$ cat src/rtl/adder_error_monitor_if.sv
// Operand/sum handshake bundle between the adder under test and its monitor.
// The master drives a pair plus the approximate sum; the slave signals readiness.
interface adder_error_monitor_if #(
    parameter int WIDTH = 16
);
    logic             in_valid;
    logic             in_ready;
    logic [WIDTH-1:0] a;
    logic [WIDTH-1:0] b;
    logic [WIDTH:0]   approx_s;

    modport master (
        output in_valid,
        output a,
        output b,
        output approx_s,
        input  in_ready
    );

    modport slave (
        input  in_valid,
        input  a,
        input  b,
        input  approx_s,
        output in_ready
    );
endinterface

$ cat src/rtl/adder_error_monitor.sv
// Error statistics monitor for an approximate adder: counts samples and
// mismatches and tracks max and accumulated error distance over a run.
module adder_error_monitor #(
    parameter int WIDTH = 16,
    parameter int CNT_W = 32,
    parameter int ACC_W = 48
) (
    input  logic                 clk,
    input  logic                 rst_n,
    input  logic                 start,
    input  logic [CNT_W-1:0]     n_samples,
    adder_error_monitor_if.slave bus,
    output logic                 busy,
    output logic                 done,
    output logic [CNT_W-1:0]     sample_count,
    output logic [CNT_W-1:0]     err_count,
    output logic [WIDTH:0]       max_ed,
    output logic [ACC_W-1:0]     sum_ed
);

    localparam int SW = ((ACC_W > WIDTH + 1) ? ACC_W : WIDTH + 1) + 1;

    typedef enum logic [1:0] {
        IDLE,
        RUN,
        DRAIN,
        DONE
    } state_t;

    state_t state;
    state_t stateNext;

    logic [CNT_W-1:0] nSamplesQ;
    logic             s1Valid;
    logic [WIDTH-1:0] aQ;
    logic [WIDTH-1:0] bQ;
    logic [WIDTH:0]   approxQ;

    logic             accept;
    logic             startRun;
    logic             lastAccept;
    logic [WIDTH:0]   exact;
    logic [WIDTH:0]   ed;
    logic [SW-1:0]    sumWide;
    logic [ACC_W-1:0] sumSat;
    logic [CNT_W-1:0] errInc;

    assign bus.in_ready = (state == RUN);
    assign accept       = bus.in_valid && bus.in_ready;
    assign startRun     = (state == IDLE) && start;
    assign lastAccept   = accept &&
                          ((sample_count + CNT_W'(1)) == nSamplesQ);

    always_ff @(posedge clk or negedge rst_n) begin
        if (!rst_n) begin
            state <= IDLE;
        end else begin
            state <= stateNext;
        end
    end

    always_comb begin
        stateNext = state;
        unique case (state)
            IDLE: begin
                if (start) begin
                    stateNext = (n_samples == '0) ? DONE : RUN;
                end
            end
            RUN: begin
                if (lastAccept) begin
                    stateNext = DRAIN;
                end
            end
            DRAIN: begin
                if (!s1Valid) begin
                    stateNext = DONE;
                end
            end
            DONE: begin
                stateNext = IDLE;
            end
            default: begin
                stateNext = IDLE;
            end
        endcase
    end

    // Stage 1: capture the accepted pair
    always_ff @(posedge clk or negedge rst_n) begin
        if (!rst_n) begin
            s1Valid <= 1'b0;
            aQ      <= '0;
            bQ      <= '0;
            approxQ <= '0;
        end else begin
            s1Valid <= accept;
            if (accept) begin
                aQ      <= bus.a;
                bQ      <= bus.b;
                approxQ <= bus.approx_s;
            end
        end
    end

    // Stage 2: exact sum keeps the carry, distance is unsigned
    always_comb begin
        exact   = {1'b0, aQ} + {1'b0, bQ};
        ed      = (exact >= approxQ) ? (exact - approxQ) : (approxQ - exact);
        sumWide = SW'(sum_ed) + SW'(ed);
        sumSat  = (sumWide > SW'({ACC_W{1'b1}})) ? '1 : sumWide[ACC_W-1:0];
        errInc  = (err_count != '1) ? (err_count + CNT_W'(1)) : err_count;
    end

    always_ff @(posedge clk or negedge rst_n) begin
        if (!rst_n) begin
            nSamplesQ    <= '0;
            sample_count <= '0;
            err_count    <= '0;
            max_ed       <= '0;
            sum_ed       <= '0;
        end else if (startRun) begin
            nSamplesQ    <= n_samples;
            sample_count <= '0;
            err_count    <= '0;
            max_ed       <= '0;
            sum_ed       <= '0;
        end else begin
            if (accept) begin
                sample_count <= sample_count + CNT_W'(1);
            end
            if (s1Valid) begin
                if (ed != '0) begin
                    err_count <= errInc;
                end
                if (ed > max_ed) begin
                    max_ed <= ed;
                end
                sum_ed <= sumSat;
            end
        end
    end

    // done trails the DONE state by one cycle so it is a clean flop output
    always_ff @(posedge clk or negedge rst_n) begin
        if (!rst_n) begin
            busy <= 1'b0;
            done <= 1'b0;
        end else begin
            busy <= (stateNext == RUN) || (stateNext == DRAIN);
            done <= (state == DONE);
        end
    end

endmodule
$ cat src/flat_wrapper.sv
// flat-port wrapper written by rule: the top's interface ports become plain ports
module adder_error_monitor_flat 
#(
    parameter int WIDTH = 16,
    parameter int CNT_W = 32,
    parameter int ACC_W = 48
)
  (clk, rst_n, start, n_samples, busy, done, sample_count, err_count, max_ed, sum_ed, bus_in_valid, bus_a, bus_b, bus_approx_s, bus_in_ready);
  adder_error_monitor_if #(.WIDTH(WIDTH)) bus_i ();
  input  logic clk;
  input  logic rst_n;
  input  logic start;
  input  logic [CNT_W-1:0] n_samples;
  output logic busy;
  output logic done;
  output logic [CNT_W-1:0] sample_count;
  output logic [CNT_W-1:0] err_count;
  output logic [WIDTH:0] max_ed;
  output logic [ACC_W-1:0] sum_ed;
  input wire logic [$bits(bus_i.in_valid)-1:0] bus_in_valid;
  input wire logic [$bits(bus_i.a)-1:0] bus_a;
  input wire logic [$bits(bus_i.b)-1:0] bus_b;
  input wire logic [$bits(bus_i.approx_s)-1:0] bus_approx_s;
  output wire logic [$bits(bus_i.in_ready)-1:0] bus_in_ready;
  assign bus_i.in_valid = bus_in_valid;
  assign bus_i.a = bus_a;
  assign bus_i.b = bus_b;
  assign bus_i.approx_s = bus_approx_s;
  assign bus_in_ready = bus_i.in_ready;
  adder_error_monitor #(.WIDTH(WIDTH), .CNT_W(CNT_W), .ACC_W(ACC_W)) u_core (.clk(clk), .rst_n(rst_n), .start(start), .n_samples(n_samples), .bus(bus_i), .busy(busy), .done(done), .sample_count(sample_count), .err_count(err_count), .max_ed(max_ed), .sum_ed(sum_ed));
endmodule
$ cat config.mk
export PLATFORM = sky130hd
export DESIGN_NAME = adder_error_monitor_flat
export DESIGN_NICKNAME = d
export VERILOG_FILES = /design/src/rtl/adder_error_monitor_if.sv /design/src/rtl/adder_error_monitor.sv /design/src/flat_wrapper.sv
export SDC_FILE = /design/constraint.sdc
export NUM_CORES = 1
export LEC_CHECK = 0
export CORE_AREA = 2 2 158 160
export DETAILED_ROUTE_END_ITERATION = 16
export DIE_AREA = 0 0 160 162
export DONT_BUFFER_PORTS = 1
export PLACE_DENSITY = 0.75
export SYNTH_ARGS = -nofsm -noshare
export SYNTH_HDL_FRONTEND = slang
export SYNTH_SLANG_ARGS = --single-unit
$ cat constraint.sdc
create_clock -name clk -period 22.6 [get_ports clk]
set_clock_uncertainty 0.05 [all_clocks]
set_input_delay 2.26 -clock clk [delete_from_list [all_inputs] [get_ports clk]]
set_output_delay 2.26 -clock clk [all_outputs]
set_load 0.01 [all_outputs]
# Word level (Yosys, flattened, before mapping)
# Cells that the tools add are included.
[word_totals] regBits=215 in_bits=85 output_inout_bits=132 elab_cells=60
[op_classes] n_addsub=6 magnitude_cmp=3 eq_ne=7 muxes=18 reduce_logical=14
[ops] cell="two-way mux 32 bit" count=6
[ops] cell="two-way mux 48 bit" count=3
[ops] cell="two-way mux 17 bit" count=4
[ops] cell="adder 32 x 1 -> 32 bit (second input constant)" count=2
[ops] cell="adder 48 x 17 -> 49 bit" count=1
[ops] cell="> comparator 49 x 48 -> 1 bit (second input constant)" count=1
[ops] cell="subtractor 17 bit" count=2
[ops] cell="equality test 32 bit" count=1
[ops] cell="zero test 32 bit" count=1
[ops] cell="inequality test 32 bit (second input constant)" count=1
[ops] cell="adder 16 x 16 -> 17 bit" count=1
[ops] cell="greater-or-equal comparator 17 bit" count=1
[ops] cell="> comparator 17 bit" count=1
[ops] cell="nonzero test 17 bit" count=1
[ops] cell="nonzero test 2 bit" count=5
[ops] cell="two-way mux 2 bit" count=4
[ops] cell="case mux 2 bit (4 select lines)" count=1
[ops] cell="equality test 2 bit (second input constant)" count=3
[ops] cell="equality test 2 x 1 -> 1 bit (second input constant)" count=2
[ops] cell="logical AND 1 bit" count=3
[ops] cell="AND reduction 3 bit" count=1
[ops] cell="zero test 2 bit" count=1
[ops] cell="AND reduction 2 bit" count=1
[ops] cell="logical OR 1 bit" count=1

# Logic depth before layout (Yosys ltp)
# Gate-level depths: netlist (run 1).
[logic_depth] word_depth=8 mapped_depth=37 ltp_nobuf=33

# Worst setup path after synthesis (run 1)
# Ideal clock, no wire load.
[synth_timing] path_kind="register to register" start="register u_core.bQ[0]" end="register u_core.sum_ed[44]" setup_ns=0.138 arrival_ns=6.978 required_ns=22.412 slack_ns=15.434 path_stages_with_launch=37 path_buffers=4 synth_period_minus_slack_ns=7.166 path_cell_list="dfrtp_1 > ha_1 > fa_1 > a21o_1 > a21oi_1 > o21bai_1 > a21oi_1 > o21bai_1 > a21oi_1 > o211ai_1 > a21o_1 > a21o_1 > a31o_2 > xor2_1 > ha_1 > buf_4 > a21o_1 > a21oi_2 > o32ai_2 > nor2_2 > buf_2 > and3_1 > nor2_1 > fa_1 > a21o_1 > a21oi_1 > o21ai_0 > a21oi_1 > o21ai_0 > a21o_1 > a21oi_1 > o21ba_2 > clkbuf_1 > nor3_1 > clkbuf_1 > a41oi_1 > a211oi_1"
[synth_between] elab_chain_cells=8 word_cells_on_any_way=10 classes_between="add/sub (4); order compare (2); mux (4)"
[synth_lines] item="start: declaration" line="adder_error_monitor.sv:36" source="logic [WIDTH-1:0] bQ;"
[synth_lines] item="start signal: assignment" line="adder_error_monitor.sv:100" source="bQ <= bus.b;"
[synth_lines] item="adder 16 x 16 -> 17 bit *" line="adder_error_monitor.sv:108" source="exact = {1'b0, aQ} + {1'b0, bQ};"
[synth_lines] item="subtractor 17 bit / greater-or-equal comparator 17 bit (equally long branches)" line="adder_error_monitor.sv:109" source="ed = (exact >= approxQ) ? (exact - approxQ) : (approxQ - exact);"
[synth_lines] item="two-way mux 17 bit *" line="adder_error_monitor.sv:109"
[synth_lines] item="adder 48 x 17 -> 49 bit *" line="adder_error_monitor.sv:110" source="sumWide = SW'(sum_ed) + SW'(ed);"
[synth_lines] item="> comparator 49 x 48 -> 1 bit" line="adder_error_monitor.sv:111" source="sumSat = (sumWide > SW'({ACC_W{1'b1}})) ? '1 : sumWide[ACC_W-1:0];"
[synth_lines] item="two-way mux 48 bit *" line="adder_error_monitor.sv:111"
[synth_lines] item="two-way mux 48 bit *" line="adder_error_monitor.sv:132" source="if (s1Valid) begin"
[synth_lines] item="two-way mux 48 bit *" line="adder_error_monitor.sv:122" source="end else if (startRun) begin"
[synth_lines] item="end signal: assignment" line="adder_error_monitor.sv:139" source="sum_ed <= sumSat;"
[synth_lines] item="end: declaration" line="adder_error_monitor.sv:18" source="output logic [ACC_W-1:0] sum_ed"
# Every way passes the cells marked *; elsewhere a longest branch is shown, timed or not. The select of a mux whose other input is x is not followed.
# A chain may end at the register's enable or synchronous reset.

# Final worst setup path (run 1)
[layout_timing] start="register u_core.bQ[1]" end="register u_core.sum_ed[40]"
# Same word-level chain as after synthesis.

==> results of run 1 <==
per-stage QoR:
stage                     area, sq um  utilization  hold WS, ns  power, W  std cells
after floorplan                 14410            -       0.3997  0.001351       1700
after global placement          14460       0.6000       0.4131  0.001531       1941
after detailed placement        14460       0.6000       0.4169  0.001560       1941
after CTS                       15410       0.6395       0.4320  0.002025       1989
after global routing            15410       0.6395       0.4533  0.002184       1989
final                           15410       0.6395       0.4274  0.002028       1989
sequential cells by signal (all words and copies together) (netlist names):
| register | cells |
|---|---|
| u_core.nSamplesQ | 32 |
| u_core.done | 1 |
| u_core.s1Valid | 1 |
| u_core.err_count | 32 |
| u_core.aQ | 16 |
| u_core.max_ed | 17 |
| u_core.sample_count | 32 |
| u_core.state | 2 |
| u_core.approxQ | 17 |
| u_core.bQ | 16 |
| u_core.sum_ed | 48 |
| u_core.busy | 1 |
Yosys cell counts (all sizes together) (17+ instances only):
master  instances  area share
nor3           31       0.011
a21o           24       0.013
xor2           32       0.019
and3           30       0.013
mux2i          23       0.016
o21ai         121       0.042
a21oi          97       0.035
a31oi          39       0.018
nand2         311       0.082
ha             88       0.076
inv            75       0.020
a211oi         20       0.011
buf            28       0.013
xnor2          65       0.040
nor4           19      0.0087
o31ai          31       0.016
nand2b         17      0.0074
nand3          47       0.016
dfrtp         215        0.37
clkbuf         63       0.016
nor2          118       0.031
cells by family (layout without fill, tap and decap cells):
logic type,Yosys count,after routing,synth area share
xor+xnor,97,97,0.05896
flops,215,215,0.3734
fa+ha+maj,92,92,0.08197
buf+inv,166,131,0.04889
compound gates,429,429,0.1963
simple gates,676,676,0.2230
mux,25,25,0.01754
placed cells by master (no fill, tap or decap), drive strengths merged, types with 14 or more instances in the layout:
cell    instances
clkbuf         37
and3           30
nand3          47
nor2          118
inv            76
ha             88
mux2i          23
a211oi         20
o21a           15
or4            14
dfrtp         215
xnor2          65
o31ai          31
xor2           32
nand4          16
a21o           24
a21oi          97
and2           14
and4           14
nand2b         17
or3            15
nand2         311
o21ai         121
nor3           31
nor4           19
a31oi          39
layout make-up:
cell class | count | share of cell area
Multi-Input combinational cell | 1319 | 0.5407
Sequential cell | 215 | 0.3490
Clock buffer | 37 | 0.04878
Tap cell | 324 | 0.02630
Inverter | 75 | 0.01826
Clock inverter | 11 | 0.01299
Timing Repair Buffer | 8 | 0.003896
layer usage:
layer,global-route usage,wire [microns]
met5,0,0
met4,0.08354,924
met1,0.3852,16340
met3,0.07482,3274
met2,0.4372,16450
power by group:
group | internal (W) | switching, W | total (W)
Sequential | 0.000458 | 0.000114 | 0.000572
Combinational | 0.000428 | 0.000567 | 0.000995
Clock | 0.000289 | 0.000173 | 0.000461
Total | 0.00117 | 0.000853 | 0.00203
how the worst min path moves through the flow:
stage	start	end	slack, ns
floorplan	u_core.aQ[0]	u_core.aQ[0]	0.40
global placement	u_core.aQ[15]	u_core.aQ[15]	0.41
detailed placement	u_core.aQ[0]	u_core.aQ[0]	0.42
CTS	u_core.aQ[0]	u_core.aQ[0]	0.43
global route	u_core.bQ[9]	u_core.bQ[9]	0.45
finish	u_core.aQ[0]	u_core.aQ[0]	0.43
worst max-delay path, delay by kind of cell, from the launching register on:
family,cells,cell delay (ns)
fa+ha+maj,3,0.94
compound gates,21,4.91
simple gates,6,2.04
flops,1,0.42
xor+xnor,1,0.16
==> metrics, run 1 <==
status complete, no violations; Total Wirelength 36990 microns; clk_lat worst skew 0.55 ns; WS Path Type flip-flop to flip-flop; Register Area 5380 sq um; Final Setup Violations 0; Total GRT Usage 0.2801; Tightest Pin Transition roughly 1.1 ns; unrepaired setup endpoints after global routing no; post-DP HPWL about 26000 microns; CP endpoint kind flip-flop; Worst setup SP type flip-flop; Worst Path Required between 20 and 25 ns; CTS Buf Count 26; power density cells 131.6 nW/um^2; most frequent CP cell a21oi_1; WP data arrival 9.05 ns; worst min-delay path class flip-flop to flip-flop; slowest stage delay, CP 0.88 ns; setup TNS 0 ns; dpl ws roughly 14 ns; Synth Register Bits 215; Port Buffer Count 0; area of the multi-input gates 8335 sq um; worst vdd ir 0.08687 mV; post-detailed-route count of antenna-violating nets 0; Detailed Routing Iterations Pass 1 5; main flop type after synthesis dfrtp_1; share of layout cells above drive strength 1 0.06126; Post-Syn Area 14410 sq um; CP endpoint u_core.sum_ed[40]; DR vias/cell 6.161; # resized after CTS 0; Slew HR 0.2327; max cap viols 0; DRC viols 0; DRT iter0 DRCs 1004; slowest CP cell nor3_1; CTS Buffer Depth 3; # hold bufs at CTS 0; WHS Path Cells 2; setup bufs post-CTS 0; R2R Path End u_core.sum_ed[40]; RR Startpoint u_core.bQ[1]; GPL Wtd Cong 0.8857; post-synthesis cell count 1700; synthesized area per cell 8.476 sq um; max-slew violation count 0; global-route wire length before repair 60170 microns; worst reg2reg path depth 31; synth unique cells 96; Tmin final 8.660 ns; starting density of the core 0.5977; critical path startpoint u_core.bQ[1]; Pleak 6.887 nW; die span in x between 150 and 200 microns; via count around 12k; yosys warns 0; pin count of the biggest net entering global routing 216; Clock transition at path regs 0.06 ns; Critical Path Fanout Max 13; Die Ht 162 microns; die area ~26000 sq um; Fillers 2093; net count after synthesis 1877; ant diodes 0; H-tree depth 1; Ports 217; Core Rows between 50 and 60; Root Driver clkbuf_16; r2r setup slk 13.94 ns; fmax approximately 120 MHz; initial antenna violation count 0; Post-synth ARST share 1.000; post-synthesis sequential area ratio 0.3734; total global routing overflow 0; Area growth syn-to-layout 6.982%; TritonCTS clock tree built; final period utilization 0.3832; drt wl/cell 18.60 microns; Core Region roughly 24000 sq um; # clock sinks 215; nets roughly 1.8k; Final Hold Vio Count 0; vias in the first global route ~12k; setup ws final 13.94 ns; EDFF count, synth 0
No activity file was read; power rests on OpenSTA's default activity.
==> run 2, diff against run 1 <==
--- a/config.mk
+++ b/config.mk
@@ -5,11 +5,11 @@
 export SDC_FILE = /design/constraint.sdc
 export NUM_CORES = 1
 export LEC_CHECK = 0
-export CORE_AREA = 2 2 158 160
+export CORE_AREA = 2 2 160 162
 export DETAILED_ROUTE_END_ITERATION = 16
-export DIE_AREA = 0 0 160 162
+export DIE_AREA = 0 0 162 164
 export DONT_BUFFER_PORTS = 1
-export PLACE_DENSITY = 0.75
+export PLACE_DENSITY = 0.77
 export SYNTH_ARGS = -nofsm -noshare
 export SYNTH_HDL_FRONTEND = slang
 export SYNTH_SLANG_ARGS = --single-unit
==> constraint.sdc (replaced) <==
create_clock -name clk -period 7.8 [get_ports clk]
set_clock_uncertainty 0.05 [all_clocks]
set_input_delay 0.78 -clock clk [delete_from_list [all_inputs] [get_ports clk]]
set_output_delay 0.78 -clock clk [all_outputs]
set_load 0.01 [all_outputs]
==> run 2 against run 1 <==
Utilization down 1.3 points. Total power rose to 2.9 times the previous value. Via count up 2.0%. Die area up 2.5%.
==> metrics, run 2 (synthesis results as in run 1) <==
Die Ht 164 microns (+1.2%); share of layout cells above drive strength 1 0.07733 (+0.01607); grt met1 use 0.3905 (+0.005298); Worst setup SP type flip-flop; Worst Path Required 8.16 ns (-14.83 ns); worst vdd ir 0.2839 mV (+230%); largest register by flop count u_core.sum_ed; global-route wire length before repair 60890 microns (+1.2%); unrepaired setup endpoints after global routing yes; die span in x 162 microns (+1.3%); Tightest Pin Transition 1.175 ns (+0.03249 ns); slowest CP cell a2111oi_4; GPL Wtd Cong 0.9376 (+5.9%); # clock sinks 215 (unchanged); nets 1841 (+1.0%); max-slew violation count 0 (unchanged); Ports 217 (unchanged); Final Hold Vio Count 0 (unchanged); Total Wirelength 37930 microns (+2.5%); Port Buffer Count 0 (unchanged); status complete, no violations; drt wl/cell 18.86 microns (+1.4%); Non-Filler Cell Area, Final 15550 sq um (+0.85%); Area growth syn-to-layout 7.894%; GR Layer Usage met3 0.06187 (-0.01295); Slew HR 0.2169 (-0.01580); CTS Buffer Depth 3 (unchanged); met2 Usage GRT 0.4404 (+0.003196); Final Setup Violations 0 (unchanged); worst min-delay path class input port to asynchronous set/reset pin; total global routing overflow 0 (unchanged); commonest non-fill, non-tap cell in the layout nand2_1; initial antenna violation count 0 (unchanged); WS Path Type flip-flop to flip-flop; Fillers 2190 (+4.6%); DR vias/cell 6.215 (+0.87%); Power, Total 0.005907 W (+190%); clk_lat worst skew 0.53 ns (-0.02 ns); Critical Path Fanout Max 9 (-4); vias in the first global route 11.88k (+1.0%); starting density of the core 0.5806 (-0.01718); RR Startpoint u_core.bQ[0]; max reg flops 48 (unchanged); placed cell areas 14600 sq um (+0.93%); Tmin final 7.448 ns (-1.211 ns); fmax 134.3 MHz (+16%); max cap viols 0 (unchanged); WP data arrival 7.81 ns (-1.24 ns); power density cells 379.9 nW/um^2 (+190%); Detailed Routing Iterations Pass 1 7 (+2); r2r setup slk 0.35 ns (-13.59 ns); via count 12.50k (+2.0%); CP endpoint kind flip-flop; Core Rows 58 (+1.8%); commonest non-fill, non-tap cells in the layout 305 x nand2_1, 215 x dfrtp_1, 115 x nor2_1; post-layout util 0.6264 (-0.01308); Root Driver clkbuf_16; Clock transition at path regs 0.06 ns (about the same); post-detailed-route count of antenna-violating nets 0 (unchanged); H-tree depth 1 (unchanged); post-DP HPWL 26700 microns (+1.5%); pin count of the biggest net entering global routing 216 (unchanged); worst reg2reg path depth 32 (+3.2%); Total GRT Usage 0.2778 (-0.002261); final period utilization 0.9549 (+0.5717); Core Region 24820 sq um (+3.0%); slowest stage delay, CP 0.48 ns (-0.40 ns); die area 26570 sq um (+2.5%); Top Usage Layer GRT met2; Pleak 6.939 nW (+0.76%); TritonCTS clock tree built; CTS Buf Count 24 (-7.7%); most frequent CP cell a21o_1; R2R Path End u_core.sum_ed[45]; DRC viols 0 (unchanged); Final Hold Slack 0.2323 ns (-0.1951 ns); DRT iter0 DRCs 1050 (+4.6%); ant diodes 0 (unchanged)
## run 2: changes by cell type in the layout (fill, tap and decap cells not counted), moves of 2 or more
cell and change:
buf_4 +19, a21oi_1 -4, a21oi_2 +3, bufinv_16 -3, ha_1 -3, nor2_4 +3, clkbuf_16 -2, clkbuf_8 -2
clkinv_2 +2, ha_2 +2, nor2_2 -2
## run 2: per-layer routing
layer,part of all wire,vias up,wire (microns)
li1,-,5954,-
met1,0.44,6021,16640
met2,0.45,470,17100
met3,0.092,53,3503
met4,0.018,0,685
met5,0,-,0
## run 2: where the power goes
group | switching (W) | internal [W] | total, W
Clock | 0.000479 | 0.000672 | 0.00115
Combinational | 0.00173 | 0.00137 | 0.00311
Sequential | 0.000321 | 0.00133 | 0.00165
Total | 0.00253 | 0.00337 | 0.00591
## run 2: critical path, delay by kind of cell (launching register included)
kind                     cells  cell delay (ns)
buffers and inverters        1             0.20
AND/OR/NAND/NOR              7             1.25
flip-flops                   1             0.39
adder cells (fa/ha/maj)      4             1.33
AO/OA/AOI/OAI               20             4.10
## run 2: how the worst max path moves through the flow
stage                 start           endpoint
2_1_floorplan  u_core.bQ[0]  u_core.sum_ed[44]
3_3_place_gp   u_core.bQ[0]  u_core.sum_ed[44]
3_5_place_dp   u_core.bQ[0]  u_core.sum_ed[40]
4_1_cts        u_core.bQ[0]  u_core.sum_ed[21]
5_1_grt        u_core.bQ[0]  u_core.sum_ed[44]
6_report       u_core.bQ[0]  u_core.sum_ed[45]
## run 2: per-stage QoR
stage	setup WS [ns]	setup TNS, ns	cells
after floorplan	0.6339	0	1700
after global placement	0.03598	0	1964
after detailed placement	-0.1963	-1.380	1964
after CTS	0.0001634	0	2008
after global routing	-0.05329	-0.08947	2011
final	0.3517	0	2011
## run 2: area by class of cell
class | count | area, sq um | share of cell area
clock buffers | 33 | 674.4 | 0.04338
clock inverters | 10 | 120.1 | 0.007726
flip-flops and latches | 215 | 5380 | 0.3461
inverters | 75 | 281.5 | 0.01811
well taps | 330 | 412.9 | 0.02656
repair buffers | 28 | 230.2 | 0.01481
multi-input cells | 1320 | 8447 | 0.5433
## run 2: what timing repair did
action,in CTS,in global routing
resized for setup,2,22
pin swaps,0,3
buffers inserted,0,2
cloned,0,1
endpoints found under the setup margin,25,65
hold endpoints to repair,215,0
hold buffers,1,0
==> run 3, diff against run 2 <==
--- a/config.mk
+++ b/config.mk
@@ -5,11 +5,11 @@
 export SDC_FILE = /design/constraint.sdc
 export NUM_CORES = 1
 export LEC_CHECK = 0
-export CORE_AREA = 2 2 160 162
+export CORE_AREA = 2 2 158 160
 export DETAILED_ROUTE_END_ITERATION = 16
-export DIE_AREA = 0 0 162 164
+export DIE_AREA = 0 0 160 162
 export DONT_BUFFER_PORTS = 1
-export PLACE_DENSITY = 0.77
+export PLACE_DENSITY = 0.73
 export SYNTH_ARGS = -nofsm -noshare
 export SYNTH_HDL_FRONTEND = slang
 export SYNTH_SLANG_ARGS = --single-unit
==> constraint.sdc (replaced) <==
create_clock -name clk -period 8.7 [get_ports clk]
set_clock_uncertainty 0.05 [all_clocks]
set_input_delay 0.87 -clock clk [delete_from_list [all_inputs] [get_ports clk]]
set_output_delay 0.87 -clock clk [all_outputs]
set_load 0.01 [all_outputs]
==> run 3 against run 2 <==
Total power shrank 11%. Global-route usage rose by 0.35 points. Sequential cell count unchanged. Worst setup slack better by 0.27 ns. Hold slack improved by 0.035 ns. Combinational power is 15% lower. Critical path depth is 2 higher. Maximum frequency is 7.8% lower. Sequential power down 9.7%. Design area is 0.93% lower. Via count is 1.6% lower. Clock power down 4%. Largest power group unchanged. Highest routed layer unchanged.
==> metrics, run 3 (synthesis results as in run 1) <==
Critical Path Fanout Max 12 (+3); fmax 123.8 MHz (-7.8%); CTS Buf Count 25 (+4.2%); sw power 0.002236 W (-12%); unrepaired setup endpoints after global routing no; global-route wire length before repair 60420 microns (-0.77%); combinational share of power 0.506 (-0.020); worst vdd ir 0.2047 mV (-28%); Non-Filler Cell Area, Final 15400 sq um (-0.93%); Final Setup Violations 0 (unchanged); DR vias/cell 6.173 (-0.68%); status complete, no violations; Die Ht 162 microns (-1.2%); commonest non-fill, non-tap cells in the layout 305 x nand2_1, 215 x dfrtp_1, 115 x nor2_1; slowest stage delay, CP 0.46 ns (-0.02 ns); max reg flops 48 (unchanged); Tmin final 8.076 ns (+0.6274 ns); post-DP HPWL 26460 microns (-0.87%); # clock sinks 215 (unchanged); Pleak 6.898 nW (-0.60%); die span in x 160 microns (-1.2%); Area growth syn-to-layout 6.895%; starting density of the core 0.5977 (+0.01718); power density cells 339.4 nW/um^2 (-11%); max-slew violation count 0 (unchanged); Clock transition at path regs 0.07 ns (about the same); setup TNS 0 ns (unchanged); Tightest Pin Transition 1.211 ns (+0.03617 ns); met3 wire length 2834 microns (-19%); ant diodes 0 (unchanged); Total GRT Usage 0.2814 (+0.003515); highest metal used met4; die area 25920 sq um (-2.4%); TritonCTS clock tree built; Port Buffer Count 0 (unchanged); initial antenna violation count 0 (unchanged); worst min-delay path class input port to asynchronous set/reset pin; WP data arrival 8.46 ns (+0.65 ns); area of the multi-input gates 8352 sq um (-1.1%); nets 1828 (-0.71%); Worst Path Required 9.09 ns (+0.93 ns); via count 12.30k (-1.6%); Ports 217 (unchanged); slowest CP cell nor2_2; vias in the first global route 11.71k (-1.4%); max cap viols 0 (unchanged); final period utilization 0.9282 (-0.02667); WS Path Type flip-flop to flip-flop; cell-internal power 0.002992 W (-11%); Core Region 24110 sq um (-2.9%); Net Sw Frac 0.4277 (-0.001314); clk_lat worst skew 0.55 ns (+0.02 ns); largest register by flop count u_core.sum_ed; Detailed Routing Iterations Pass 1 5 (-2); part of the power in the clock network 0.210 (+0.015); H-tree depth 1 (unchanged); Seq pwr share 0.284 (+0.005); Power, Total 0.005228 W (-11%); GPL Wtd Cong 0.9220 (-1.7%); CTS Buffer Depth 3 (unchanged); drt wl/cell 18.59 microns (-1.4%); DRT iter0 DRCs 1040 (-0.95%); Worst setup SP type flip-flop; Final Non-Filler Cells 1992 (-0.94%); Slew HR 0.1928 (-0.02411); CP endpoint kind flip-flop; Final Hold Vio Count 0 (unchanged); commonest non-fill, non-tap cell in the layout nand2_1; DRC viols 0 (unchanged); placed cell areas 14510 sq um (-0.62%); total global routing overflow 0 (unchanged); share of layout cells above drive strength 1 0.06295 (-0.01439); Register Area 5380 sq um (unchanged); Metal-1 WL 16600 microns (-0.24%); pin count of the biggest net entering global routing 216 (unchanged); met2 wire len 16530 microns (-3.4%); Core Rows 57 (-1.7%); placed insts 1947 (-0.87%); Total Wirelength 37040 microns (-2.3%); Root Driver clkbuf_16; Fillers 2172 (-0.82%); post-detailed-route count of antenna-violating nets 0 (unchanged)
[run 3: cell types whose count changed in the layout (fill, tap and decap cells not counted), sizes merged]
cell      previous run  this run
buf                 28        15
clkbuf              33        36
clkinv               6         3
clkinvlp             2         0
inv                 75        77
bufinv               2         3
nor2               119       118
[run 3: layout make-up]
cell class / count / share of cell area
multi-input combinational: 1319 / 0.5422
sequential: 215 / 0.3493
clock buffer: 36 / 0.04655
tap: 324 / 0.02632
inverter: 75 / 0.01828
clock inverter: 8 / 0.008692
timing repair buffer: 15 / 0.008611
[run 3: layer usage]
metal	track usage	vias up
li1	-	5929
met1	0.3923	5909
met2	0.4412	382
met3	0.06078	76
met4	0.08968	0
met5	0	-
[run 3: critical path: cells and delay by family, from the launching register on]
family                   cells  cell delay (ns)
adder cells (fa/ha/maj)      4             1.46
flip-flops                   1             0.38
AO/OA/AOI/OAI               19             3.68
XOR/XNOR                     1             0.15
AND/OR/NAND/NOR              8             1.80
buffers and inverters        2             0.42
[run 3: path summary, 6_finish.rpt]
path | startpoint | end | slack (ns) | cells past startpoint
max | u_core.bQ[0] | u_core.sum_ed[33] | 0.62 | 34
min | rst_n | u_core.sum_ed[47] | 0.27 | 1
max reg2reg | u_core.bQ[0] | u_core.sum_ed[33] | 0.62 | 34
min reg2reg | u_core.bQ[2] | u_core.bQ[2] | 0.43 | 2
max in group asynchronous | rst_n | u_core.aQ[2] | 7.31 | 1
min in group clk | n_samples[23] | u_core.nSamplesQ[23] | 0.37 | 2
[run 3: stage by stage]
step | hold slack, ns | utilization | setup WS [ns]
after floorplan | 0.3997 | - | 1.534
after global placement | 0.4151 | 0.6018 | 0.6139
after detailed placement | 0.4193 | 0.6018 | 0.3480
after CTS | 0.3605 | 0.6383 | 0.2690
after global routing | 0.3736 | 0.6389 | 0.09235
final | 0.2670 | 0.6389 | 0.6243
[run 3: power groups by stage]
stage | registers [W] | clock network (W) | logic [W]
finish | 0.00149 | 0.00110 | 0.00265
global route | 0.00151 | 0.00115 | 0.00297
CTS | 0.00148 | 0.00111 | 0.00262
detailed placement | 0.00150 | 0 | 0.00259
global placement | 0.00150 | 0 | 0.00253
floorplan | 0.00141 | 0 | 0.00210
[run 3: timing repair]
| item | 4_1_cts | 5_1_grt |
|---|---|---|
| endpoints found under the hold margin | 215 | 0 |
| gates resized for setup | 0 | 3 |
| buffers inserted | 0 | 0 |
| endpoints found under the setup margin | 0 | 14 |
| hold buffers | 1 | 0 |
